==> src/rtl/cell2_bist_driver.sv <==
// Self-test driver for a 2-input cell: sweeps A/B, samples Y, tallies mismatches.
// Define BIST_GRAY_SEQ_EN for Gray-order vectors (00,01,11,10); default is binary.
module cell2_bist_driver #(
  parameter int          SETTLE_CYC = 2,
  parameter logic [3:0]  TRUTH      = 4'b0111,
  parameter int          PASSES     = 4,
  parameter int          CNT_W      = 8
) (
  input  logic             CLK,
  input  logic             RST,
  input  logic             START,
  input  logic             Y,
  output logic             A,
  output logic             B,
  output logic             BUSY,
  output logic             DONE,
  output logic             PASS,
  output logic [CNT_W-1:0] ERR_CNT,
  output logic [1:0]       FAIL_VEC,
  output logic             FAIL_VLD
);

  localparam int SW = (SETTLE_CYC > 1) ? $clog2(SETTLE_CYC) : 1;
  localparam int PW = (PASSES > 1) ? $clog2(PASSES) : 1;
  localparam logic [SW-1:0] S_LAST =
    SW'((SETTLE_CYC > 0) ? SETTLE_CYC - 1 : 0);
  localparam logic [PW-1:0] P_LAST = PW'(PASSES - 1);

  typedef enum logic [2:0] {
    IDLE, APPLY, SETTLE, SAMPLE, FINISH
  } state_t;

  state_t        state;
  state_t        nxt;
  logic [1:0]    v;
  logic [PW-1:0] p;
  logic [SW-1:0] scnt;
  logic [1:0]    vec;
  logic          miss;
  logic          last;

`ifdef BIST_GRAY_SEQ_EN
  assign vec = {v[1], v[1] ^ v[0]};
`else
  assign vec = v;
`endif

  assign miss = (Y != TRUTH[{A, B}]);
  assign last = (v == 2'd3) && (p == P_LAST);

  always_comb begin
    nxt  = state;
    BUSY = 1'b1;
    DONE = 1'b0;
    unique case (state)
      IDLE: begin
        BUSY = 1'b0;
        if (START) nxt = APPLY;
      end
      APPLY:   nxt = (SETTLE_CYC == 0) ? SAMPLE : SETTLE;
      SETTLE:  if (scnt == S_LAST) nxt = SAMPLE;
      SAMPLE:  nxt = last ? FINISH : APPLY;
      FINISH: begin
        DONE = 1'b1;
        nxt  = IDLE;
      end
      default: nxt = IDLE;
    endcase
  end

  always_ff @(posedge CLK) begin
    if (RST) state <= IDLE;
    else     state <= nxt;
  end

  always_ff @(posedge CLK) begin
    if (RST) begin
      A        <= 1'b0;
      B        <= 1'b0;
      PASS     <= 1'b0;
      ERR_CNT  <= '0;
      FAIL_VEC <= 2'b00;
      FAIL_VLD <= 1'b0;
      v        <= 2'd0;
      p        <= '0;
      scnt     <= '0;
    end else begin
      unique case (state)
        IDLE: begin
          if (START) begin
            PASS     <= 1'b0;
            ERR_CNT  <= '0;
            FAIL_VEC <= 2'b00;
            FAIL_VLD <= 1'b0;
            v        <= 2'd0;
            p        <= '0;
          end
        end
        APPLY: begin
          {A, B} <= vec;
          scnt   <= '0;
        end
        SETTLE: scnt <= scnt + 1'b1;
        SAMPLE: begin
          if (miss) begin
            if (ERR_CNT != '1) ERR_CNT <= ERR_CNT + 1'b1;
            if (!FAIL_VLD) begin
              FAIL_VEC <= {A, B};
              FAIL_VLD <= 1'b1;
            end
          end
          if (!last) begin
            v <= v + 2'd1;
            if (v == 2'd3) p <= p + 1'b1;
          end
        end
        // ERR_CNT already holds the final sample's contribution here
        FINISH: PASS <= (ERR_CNT == '0);
        default: ;
      endcase
    end
  end

endmodule
==> config.mk <==
export PLATFORM = sky130hd
export DESIGN_NAME = cell2_bist_driver
export DESIGN_NICKNAME = d
export VERILOG_FILES = /design/src/rtl/cell2_bist_driver.sv
export SDC_FILE = /design/constraint.sdc
export NUM_CORES = 1
export LEC_CHECK = 0
export ABC_AREA = 1
export CAP_MARGIN = 40
export CORE_UTILIZATION = 51
export CTS_CLUSTER_DIAMETER = 40
export DETAILED_ROUTE_END_ITERATION = 10
export PLACE_DENSITY = 0.78
export SYNTH_ARGS = -nofsm -noshare
export SYNTH_HDL_FRONTEND = slang
export SYNTH_SLANG_ARGS = --single-unit
==> constraint.sdc <==
create_clock -name CLK -period 2.1 [get_ports CLK]
set_clock_uncertainty 0.05 [all_clocks]
set_input_delay 0.525 -clock CLK [delete_from_list [all_inputs] [get_ports CLK]]
set_output_delay 0.525 -clock CLK [all_outputs]
set_load 0.01 [all_outputs]
==> impl_metrics.py, run 1 <==
metrics = {
    "yosys": {
        "synth.area.top_cells": "dfxtp_1, nand2_1, a21oi_1, inv_1, nand3_1",
        "synthSimpleGateAreaFrac_pct": 39.8,
        "ys_ff_latch": 22,
        "muxShareOfSynthArea_pct": 0,
        "ys_seq_area_share_pct": 35.7,
        "yosysTopAreaCell": "dfxtp_1",
        "avgSynthCellArea_um2": 7.18,
        "synth_fp_nets": 180,
        "synth_compound_area_share_pct": 11.0,
        "synth_warnings": 0,
        "async_flop_share_pct": 0,
        "synth_edf_count": 0,
        "syn_area_um2": 1230,
        "yosys.area_share.adder_pct": 4.05,
        "yosys_most_used_dff": "dfxtp_1",
        "synth_top_family_by_area": "simple AND/OR/NAND/NOR gates",
        "synth_xor_area_share_pct": 1.42,
        "synth_cell_types": 26,
        "synthCells": 172,
        "synth_top_area_share_pct": 35.7,
    },
    "route": {
        "totalWireLength_mm": 2.54,
        "drc": 0,
        "drt-pass1-iter-count": 5,
        "drt-wirelength-per-cell_um": 11.6,
        "drt_iter0_drc": 25,
        "vias": 1169,
        "drtAntennaViolNets": 0,
        "vias_per_cell": 5.31,
    },
    "setup_path": {
        "startpoint": "state[2]",
        "criticalPathCategory": "register to primary output",
        "reg2reg_to": "ERR_CNT[4]",
        "cp-start-kind": "register",
        "worstPathRequired_ps": 1520,
        "end_kind": "primary output",
        "crit_path_max_incr_delay_ps": 540,
        "reg2reg_slack_ps": 560,
        "cp_slowest_cell": "clkdlybuf4s50_1",
        "reg2reg_depth": 7,
        "r2r_start": "ERR_CNT[0]",
        "worst_ep_arrival_time_ps": 1440,
        "path_max_fanout": 5,
        "path_cells": "nor3_1 > inv_1 > clkdlybuf4s50_1",
    },
    "timing": {
        "worst_pin_slew_ps": 375,
        "tns_ps": 0,
        "final_max_slew_viol_count": 0,
        "min_period_over_period_pct": 95.9,
        "period_minus_slack_ps": 2010,
        "rsz0062_at_grt": "no",
        "relSlewSlack_pct": 74.8,
        "finalSetupViolCount": 0,
        "hold_viol_final": 0,
        "clock.fmax_ghz": 0.497,
    },
    "cells_and_area": {
        "nNetsFinal": 202,
        "num_antenna_cells": 0,
        "drive_above_1_share_pct": 9.38,
        "synthToLayoutAreaGrowth_pct": 19.9,
        "final_area_um2": 1480,
        "fin_cells": 220,
    },
    "cts": {
        "cts-buffers-inserted": 3,
        "clock_sinks": 22,
        "cts_buffer_depth": 2,
        "clk-insertion-delay-late_ps": 310,
        "cts_max_level": 1,
        "cts_tree": "done",
        "post_cts.repair.setup_buffers": 0,
        "root_buffer": "clkbuf_4",
        "clkTransAtPathRegs_ps": 120,
    },
    "global_route": {
        "grt_max_degree": 16,
        "antenna_found_initial": 0,
        "grt_use_total_pct": 22.3,
        "overflow": 0,
        "first_global_vias": 1079,
        "grt_pass1_wl_mm": 4.42,
    },
    "placed_design": {
        "place_congestion": 0.819,
        "dp.cells": 217,
        "dp_hpwl_mm": 1.93,
        "placed_area_um2": 1450,
        "port_buffers": 19,
    },
    "power_and_ir_drop": {
        "p_leak_nw": 0.592,
        "powerDensity_nw_per_um2": 663,
        "ir_drop_v": 0.000473,
    },
    "die": {
        "dieHeight_um": 51.2,
        "coreArea_um2": 2250,
        "io_pins": 20,
        "die-area_um2": 2620,
        "start_util_pct": 54.8,
        "num_rows": 17,
        "die_w_um": 51.2,
    },
    "min_path": {
        "min_path_type": "register to register",
        "holdPathStages": 2,
        "hold_path_end": "FAIL_VEC[0]",
        "worstHoldStart": "FAIL_VEC[0]",
    },
    "flow_run": {
        "cap_viol_max_count": 0,
    },
    "status": {
        "outcome": "complete, no violations",
    },
}
## per-stage QoR
stage	utilization [%]	hold WS, ps	power (mW)	worst slack (ps)
finish	65.6	433	0.982	86.8
global route	65.6	458	1.04	37.4
CTS	65.5	437	0.990	3.17
detailed placement	64.4	416	0.797	275
global placement	64.4	406	0.784	297
floorplan	-	403	0.695	705
## routing by layer
layer  up-vias  track usage (%)  share of wire [%]
li1        601                -                  -
met1       531             27.1                 46
met2        33             38.6                 48
met3         4             3.87                5.1
met4         0             9.01                1.1
met5         -                0                  0
## layout make-up
type | count | area, um^2
inverters | 21 | 83.8
flip-flops and latches | 22 | 443
multi-input cells | 126 | 696
fillers | 217 | 774
repair buffers | 20 | 200
clock buffers | 3 | 22.5
well taps | 28 | 35.0
## sequential cells by signal, summed over array words and instances, names as in the netlist
register	count
FAIL_VLD	1
scnt	1
A	1
B	1
state	3
v	2
PASS	1
FAIL_VEC	2
p	2
ERR_CNT	8
## Yosys cell counts (2+ instances only)
cell type	instances
nor3b_1	2
nand4_1	2
dfxtp_1	22
o21ai_0	6
inv_1	20
a21oi_1	20
ha_1	4
xor2_1	2
nand2_1	40
clkbuf_1	2
nand3_4	2
nor3_1	3
nor2_8	2
nor2_1	19
nand3_1	15
## placed cells by master, fill, tap and decap left out, types with 3 or more instances in the layout
cell and count:
a21oi_1 20, nand2_1 40, clkdlybuf4s50_1 18, nor3_1 3, o21ai_0 6, clkbuf_4 3
nor2_1 19, nand3_1 15, inv_1 20, ha_1 4, dfxtp_1 20
## power by group
| group | switching [mW] | internal, mW |
|---|---|---|
| Clock | 0.126 | 0.0670 |
| Sequential | 0.0405 | 0.454 |
| Combinational | 0.169 | 0.126 |
| Total | 0.335 | 0.646 |
## logic make-up after synthesis
group / Yosys count
compound gates: 27
xor+xnor: 2
fa+ha+maj: 4
buf+inv: 24
flops: 22
simple gates: 93
## what timing repair did
item,in CTS,in global routing
hold buffers,0,0
resized for setup,1,2
endpoints found under the setup margin,2,1
hold endpoints to repair,0,0
cloned,0,0
## how the worst max path moves through the flow
stage | endpoint | slack [ps] | cells after the start
2_1_floorplan | ERR_CNT[2] | 710 | 8
3_3_place_gp | ERR_CNT[7] | 300 | 8
3_5_place_dp | DONE | 270 | 3
4_1_cts | DONE | 3 | 4
5_1_grt | BUSY | 40 | 3
6_report | BUSY | 90 | 3
## worst max-delay path: cells and delay by family (launching register included)
kind / cells / cell delay (ps)
buf+inv: 2 / 620
simple gates: 1 / 80
flops: 1 / 440
Note: power is estimated with default switching activity, not from simulation.
==> run 2, diff against run 1 <==
--- a/config.mk
+++ b/config.mk
@@ -10,6 +10,7 @@
 export CORE_UTILIZATION = 51
 export CTS_CLUSTER_DIAMETER = 40
 export DETAILED_ROUTE_END_ITERATION = 10
+export MAX_ROUTING_LAYER = met4
 export PLACE_DENSITY = 0.78
 export SYNTH_ARGS = -nofsm -noshare
 export SYNTH_HDL_FRONTEND = slang
==> run 2 against run 1 <==
  * Combinational power barely moved
  * Register-to-register slack barely moved
  * First-iteration DRC count did not move
  * Largest cell class unchanged
  * Wire length fell by 0.16%
==> impl_metrics.py, run 2 (same netlist as run 1, synthesis figures left out) <==
metrics = {
    "setup_path": {
        "end_kind": "primary output",
        "criticalPathCategory": "register to primary output",
        "cp-start-kind": "register",
        "cp_slowest_cell": "clkdlybuf4s50_1",
        "crit_path_max_incr_delay_ps": 540,
        "crit_buf_inv": 2,
        "path_cells": "nor3_1 > inv_1 > clkdlybuf4s50_1",
        "startpoint": "state[0]",
        "worst_ep_arrival_time_ps": 1440,
        "reg2reg_to": "ERR_CNT[4]",
        "reg2reg_slack_ps": 570,
        "r2r_start": "ERR_CNT[0]",
        "path_max_fanout": 5,
        "reg2reg_depth": 7,
        "worstPathRequired_ps": 1520,
        "crit_family": "buffers and inverters",
    },
    "route": {
        "drc": 0,
        "drtAntennaViolNets": 0,
        "drt-pass1-iter-count": 5,
        "drt-wirelength-per-cell_um": 11.5,
        "totalWireLength_mm": 2.54,
        "vias_per_cell": 5.31,
        "drt_iter0_drc": 25,
        "vias": 1168,
    },
    "timing": {
        "finalSetupViolCount": 0,
        "final_max_slew_viol_count": 0,
        "hold_viol_final": 0,
        "min_period_over_period_pct": 95.9,
        "fin_ws_ps": 87.1,
        "period_minus_slack_ps": 2010,
        "worst_pin_slew_ps": 367,
        "relSlewSlack_pct": 75.3,
        "clock.fmax_ghz": 0.497,
        "tns_ps": 0,
        "rsz0062_at_grt": "no",
        "worst_hold_slack_ps": 433,
    },
    "min_path": {
        "min_path_type": "register to register",
        "holdPathStages": 2,
        "worstHoldStart": "FAIL_VEC[0]",
        "hold_path_end": "FAIL_VEC[0]",
    },
    "power_and_ir_drop": {
        "p_leak_nw": 0.592,
        "ir_drop_v": 0.000473,
        "powerDensity_nw_per_um2": 663,
    },
    "cells_and_area": {
        "top_register": "ERR_CNT",
        "synthToLayoutAreaGrowth_pct": 19.9,
        "fin_cells": 220,
        "drive_above_1_share_pct": 9.38,
        "nNetsFinal": 202,
        "largest_reg_flops": 8,
        "num_antenna_cells": 0,
        "final_cell_mix": "nand2_1, dfxtp_1, inv_1, a21oi_1, nor2_1",
        "reg.largest.list": "ERR_CNT x8, state x3",
        "mostFrequentLayoutCell": "nand2_1",
        "final_area_um2": 1480,
    },
    "placed_design": {
        "placed_area_um2": 1450,
        "place_ws_ps": 275,
        "dp.cells": 217,
        "port_buffers": 19,
        "place_congestion": 0.831,
        "dp_hpwl_mm": 1.93,
    },
    "global_route": {
        "antenna_found_initial": 0,
        "grt_use_total_pct": 22.9,
        "grt_pass1_wl_mm": 4.42,
        "first_global_vias": 1083,
        "overflow": 0,
        "grt_max_degree": 16,
    },
    "cts": {
        "post_cts.repair.setup_buffers": 0,
        "clock_sinks": 22,
        "clkTransAtPathRegs_ps": 120,
        "cts_max_level": 1,
        "cts_buffer_depth": 2,
        "root_buffer": "clkbuf_4",
        "clk-insertion-delay-late_ps": 310,
        "cts_hold_buf": 0,
        "cts-buffers-inserted": 3,
        "cts.repair.resized": 1,
        "cts_tree": "done",
    },
    "die": {
        "die-area_um2": 2620,
        "die_w_um": 51.2,
        "start_util_pct": 54.8,
        "coreArea_um2": 2250,
        "io_pins": 20,
        "num_rows": 17,
        "dieHeight_um": 51.2,
    },
    "flow_run": {
        "cap_viol_max_count": 0,
    },
    "status": {
        "outcome": "complete, no violations",
    },
}
==> run 2: worst max-delay path by stage <==
stage	to	slack, ps	cells after the start
6_report	BUSY	90	3
3_3_place_gp	ERR_CNT[7]	300	8
3_5_place_dp	DONE	270	3
2_1_floorplan	ERR_CNT[2]	710	8
4_1_cts	DONE	3	4
5_1_grt	BUSY	40	3
==> run 2: report_power, final <==
group / total (mW) / leakage [nW] / internal, mW / switching (mW)
registers: 0.494 / 0.180 / 0.454 / 0.0401
logic: 0.294 / 0.398 / 0.126 / 0.169
clock network: 0.193 / 0.0138 / 0.0670 / 0.126
total: 0.981 / 0.592 / 0.646 / 0.335
==> run 2: area by class of cell <==
cell class | count | area, um^2
clock buffer | 3 | 22.5
fill | 217 | 774
inverter | 21 | 83.8
multi-input combinational | 126 | 696
sequential | 22 | 443
tap | 28 | 35.0
timing repair buffer | 20 | 200
==> run 2: layer usage <==
layer  vias up  share of wire, %  track usage (%)
met5         -                 0                -
met4         0               1.2             9.01
met3         4               4.8             3.57
met2        32                48             38.6
met1       531                46             27.3
li1        601                 -                -
==> run 2: worst register-to-register path, delay by kind of cell (launching register included) <==
| kind | cells | cell delay (ps) |
|---|---|---|
| flip-flops | 1 | 430 |
| AO/OA/AOI/OAI | 1 | 140 |
| AND/OR/NAND/NOR | 5 | 630 |
| adder cells (fa/ha/maj) | 1 | 220 |
==> run 2: metrics by stage <==
stage	utilization [%]	power [mW]
after floorplan	-	0.695
after CTS	65.5	0.990
final	65.6	0.981
after detailed placement	64.4	0.797
after global routing	65.6	1.04
after global placement	64.4	0.784
==> run 3, diff against run 2 <==
--- a/config.mk
+++ b/config.mk
@@ -10,6 +10,7 @@
 export CORE_UTILIZATION = 51
 export CTS_CLUSTER_DIAMETER = 40
 export DETAILED_ROUTE_END_ITERATION = 10
+export GPL_TIMING_DRIVEN = 0
 export MAX_ROUTING_LAYER = met4
 export PLACE_DENSITY = 0.78
 export SYNTH_ARGS = -nofsm -noshare
==> run 3 against run 2 <==
  * Via count is 0.34% higher
  * Sequential power hardly changed
  * Combinational power hardly changed
  * Clock-buffer cell count is 1 higher
  * Core utilization is 0.61 points higher
  * Clock power is 24% higher
  * Critical path type unchanged
==> impl_metrics.py, run 3 (same netlist as run 1, synthesis figures left out) <==
metrics = {
    "cts": {
        "cts_max_level": 1,
        "cts_hold_buf": 0,
        "clock_sinks": 22,
        "clk-insertion-delay-late_ps": 310,
        "clkTransAtPathRegs_ps": 120,
        "cts_buffer_depth": 2,
        "root_buffer": "clkbuf_4",
        "cts-buffers-inserted": 3,
        "cts_tree": "done",
    },
    "timing": {
        "clock.fmax_ghz": 0.513,
        "worst_hold_slack_ps": 426,
        "fin_ws_ps": 150,
        "period_minus_slack_ps": 1950,
        "tns_ps": 0,
        "rsz0062_at_grt": "no",
        "final_max_slew_viol_count": 0,
        "relSlewSlack_pct": 68.1,
        "hold_viol_final": 0,
        "worst_pin_slew_ps": 478,
        "min_period_over_period_pct": 92.8,
        "finalSetupViolCount": 0,
    },
    "power_and_ir_drop": {
        "power_frac_comb_pct": 28.4,
        "p_clk_share_pct": 23.4,
        "ir_drop_v": 0.000480,
        "seq_power_share_pct": 48.2,
        "power.total_mw": 1.03,
        "switchingPower_mw": 0.343,
        "powerDensity_nw_per_um2": 687,
        "p_leak_nw": 0.610,
        "swShare_pct": 33.4,
        "internal_power_mw": 0.683,
    },
    "setup_path": {
        "criticalPathCategory": "register to primary output",
        "crit_buf_inv": 1,
        "worstPathRequired_ps": 1520,
        "crit_path_max_incr_delay_ps": 580,
        "cp_slowest_cell": "clkdlybuf4s50_1",
        "cp-start-kind": "register",
        "end_kind": "primary output",
        "path_cells": "clkdlybuf4s50_1",
        "crit_family": "buffers and inverters",
        "worst_ep_arrival_time_ps": 1370,
        "path_max_fanout": 7,
    },
    "cells_and_area": {
        "final_area_um2": 1490,
        "num_antenna_cells": 0,
        "largest_reg_flops": 8,
        "synthToLayoutAreaGrowth_pct": 21.0,
        "nNetsFinal": 203,
        "fin_cells": 222,
        "final_cell_mix": "nand2_1, dfxtp_1, inv_1, a21oi_1, nor2_1",
        "drive_above_1_share_pct": 9.79,
        "reg.largest.list": "ERR_CNT x8, state x3",
        "fin_util_pct": 66.3,
        "top_register": "ERR_CNT",
        "mostFrequentLayoutCell": "nand2_1",
    },
    "route": {
        "drt-pass1-iter-count": 4,
        "vias": 1172,
        "drt-wirelength-per-cell_um": 11.8,
        "wl_met2_mm": 1.27,
        "drt_iter0_drc": 25,
        "totalWireLength_mm": 2.62,
        "drc": 0,
        "drtAntennaViolNets": 0,
        "top_layer": "met4",
        "wl_met3_um": 109,
        "met1_length_mm": 1.21,
        "vias_per_cell": 5.28,
    },
    "die": {
        "num_rows": 17,
        "die_w_um": 51.2,
        "coreArea_um2": 2250,
        "start_util_pct": 54.8,
        "die-area_um2": 2620,
        "io_pins": 20,
        "dieHeight_um": 51.2,
    },
    "global_route": {
        "overflow": 0,
        "grt_use_total_pct": 23.9,
        "grt_pass1_wl_mm": 4.56,
        "grt_max_degree": 13,
        "antenna_found_initial": 0,
        "first_global_vias": 1107,
    },
    "placed_design": {
        "place_congestion": 0.824,
        "port_buffers": 18,
        "placed_area_um2": 1450,
        "dp_hpwl_mm": 1.95,
        "dp.cells": 218,
        "place_ws_ps": 266,
    },
    "flow_run": {
        "cap_viol_max_count": 0,
    },
    "status": {
        "outcome": "complete, no violations",
    },
    "min_path": {
        "min_path_type": "register to register",
    },
}
run 3: final cells by class:
class                   instances  area, um^2
plain buffers                   3        15.0
clock buffers                   4        36.3
fillers                       213         761
inverters                      21        83.8
multi-input cells             126         696
flip-flops and latches         22         443
well taps                      28        35.0
repair buffers                 18         185
run 3: metal layers:
metal | vias to the layer above | track usage [%]
met2 | 33 | 42.8
met1 | 536 | 27.1
met3 | 5 | 3.57
li1 | 598 | -
met5 | - | -
met4 | 0 | 8.11
run 3: final timing paths:
kind                    start  slack [ps]  cells after the start           to
setup / recovery   ERR_CNT[3]         150                      1   ERR_CNT[3]
hold / removal    FAIL_VEC[1]         430                      2  FAIL_VEC[1]
setup reg to reg   ERR_CNT[0]         550                      8   ERR_CNT[3]
hold reg to reg   FAIL_VEC[1]         430                      2  FAIL_VEC[1]
run 3: power groups by stage:
| stage | logic, mW | registers, mW | clock network (mW) |
|---|---|---|---|
| floorplan | 0.190 | 0.504 | 0 |
| global placement | 0.286 | 0.499 | 0 |
| detailed placement | 0.293 | 0.502 | 0 |
| CTS | 0.294 | 0.493 | 0.248 |
| global route | 0.334 | 0.501 | 0.260 |
| finish | 0.292 | 0.494 | 0.240 |
run 3: repair_timing:
action                                  CTS  global route
pin swaps                                 0             0
endpoints found under the setup margin    2             2
buffers inserted                          0             0
gates resized for setup                   2             2
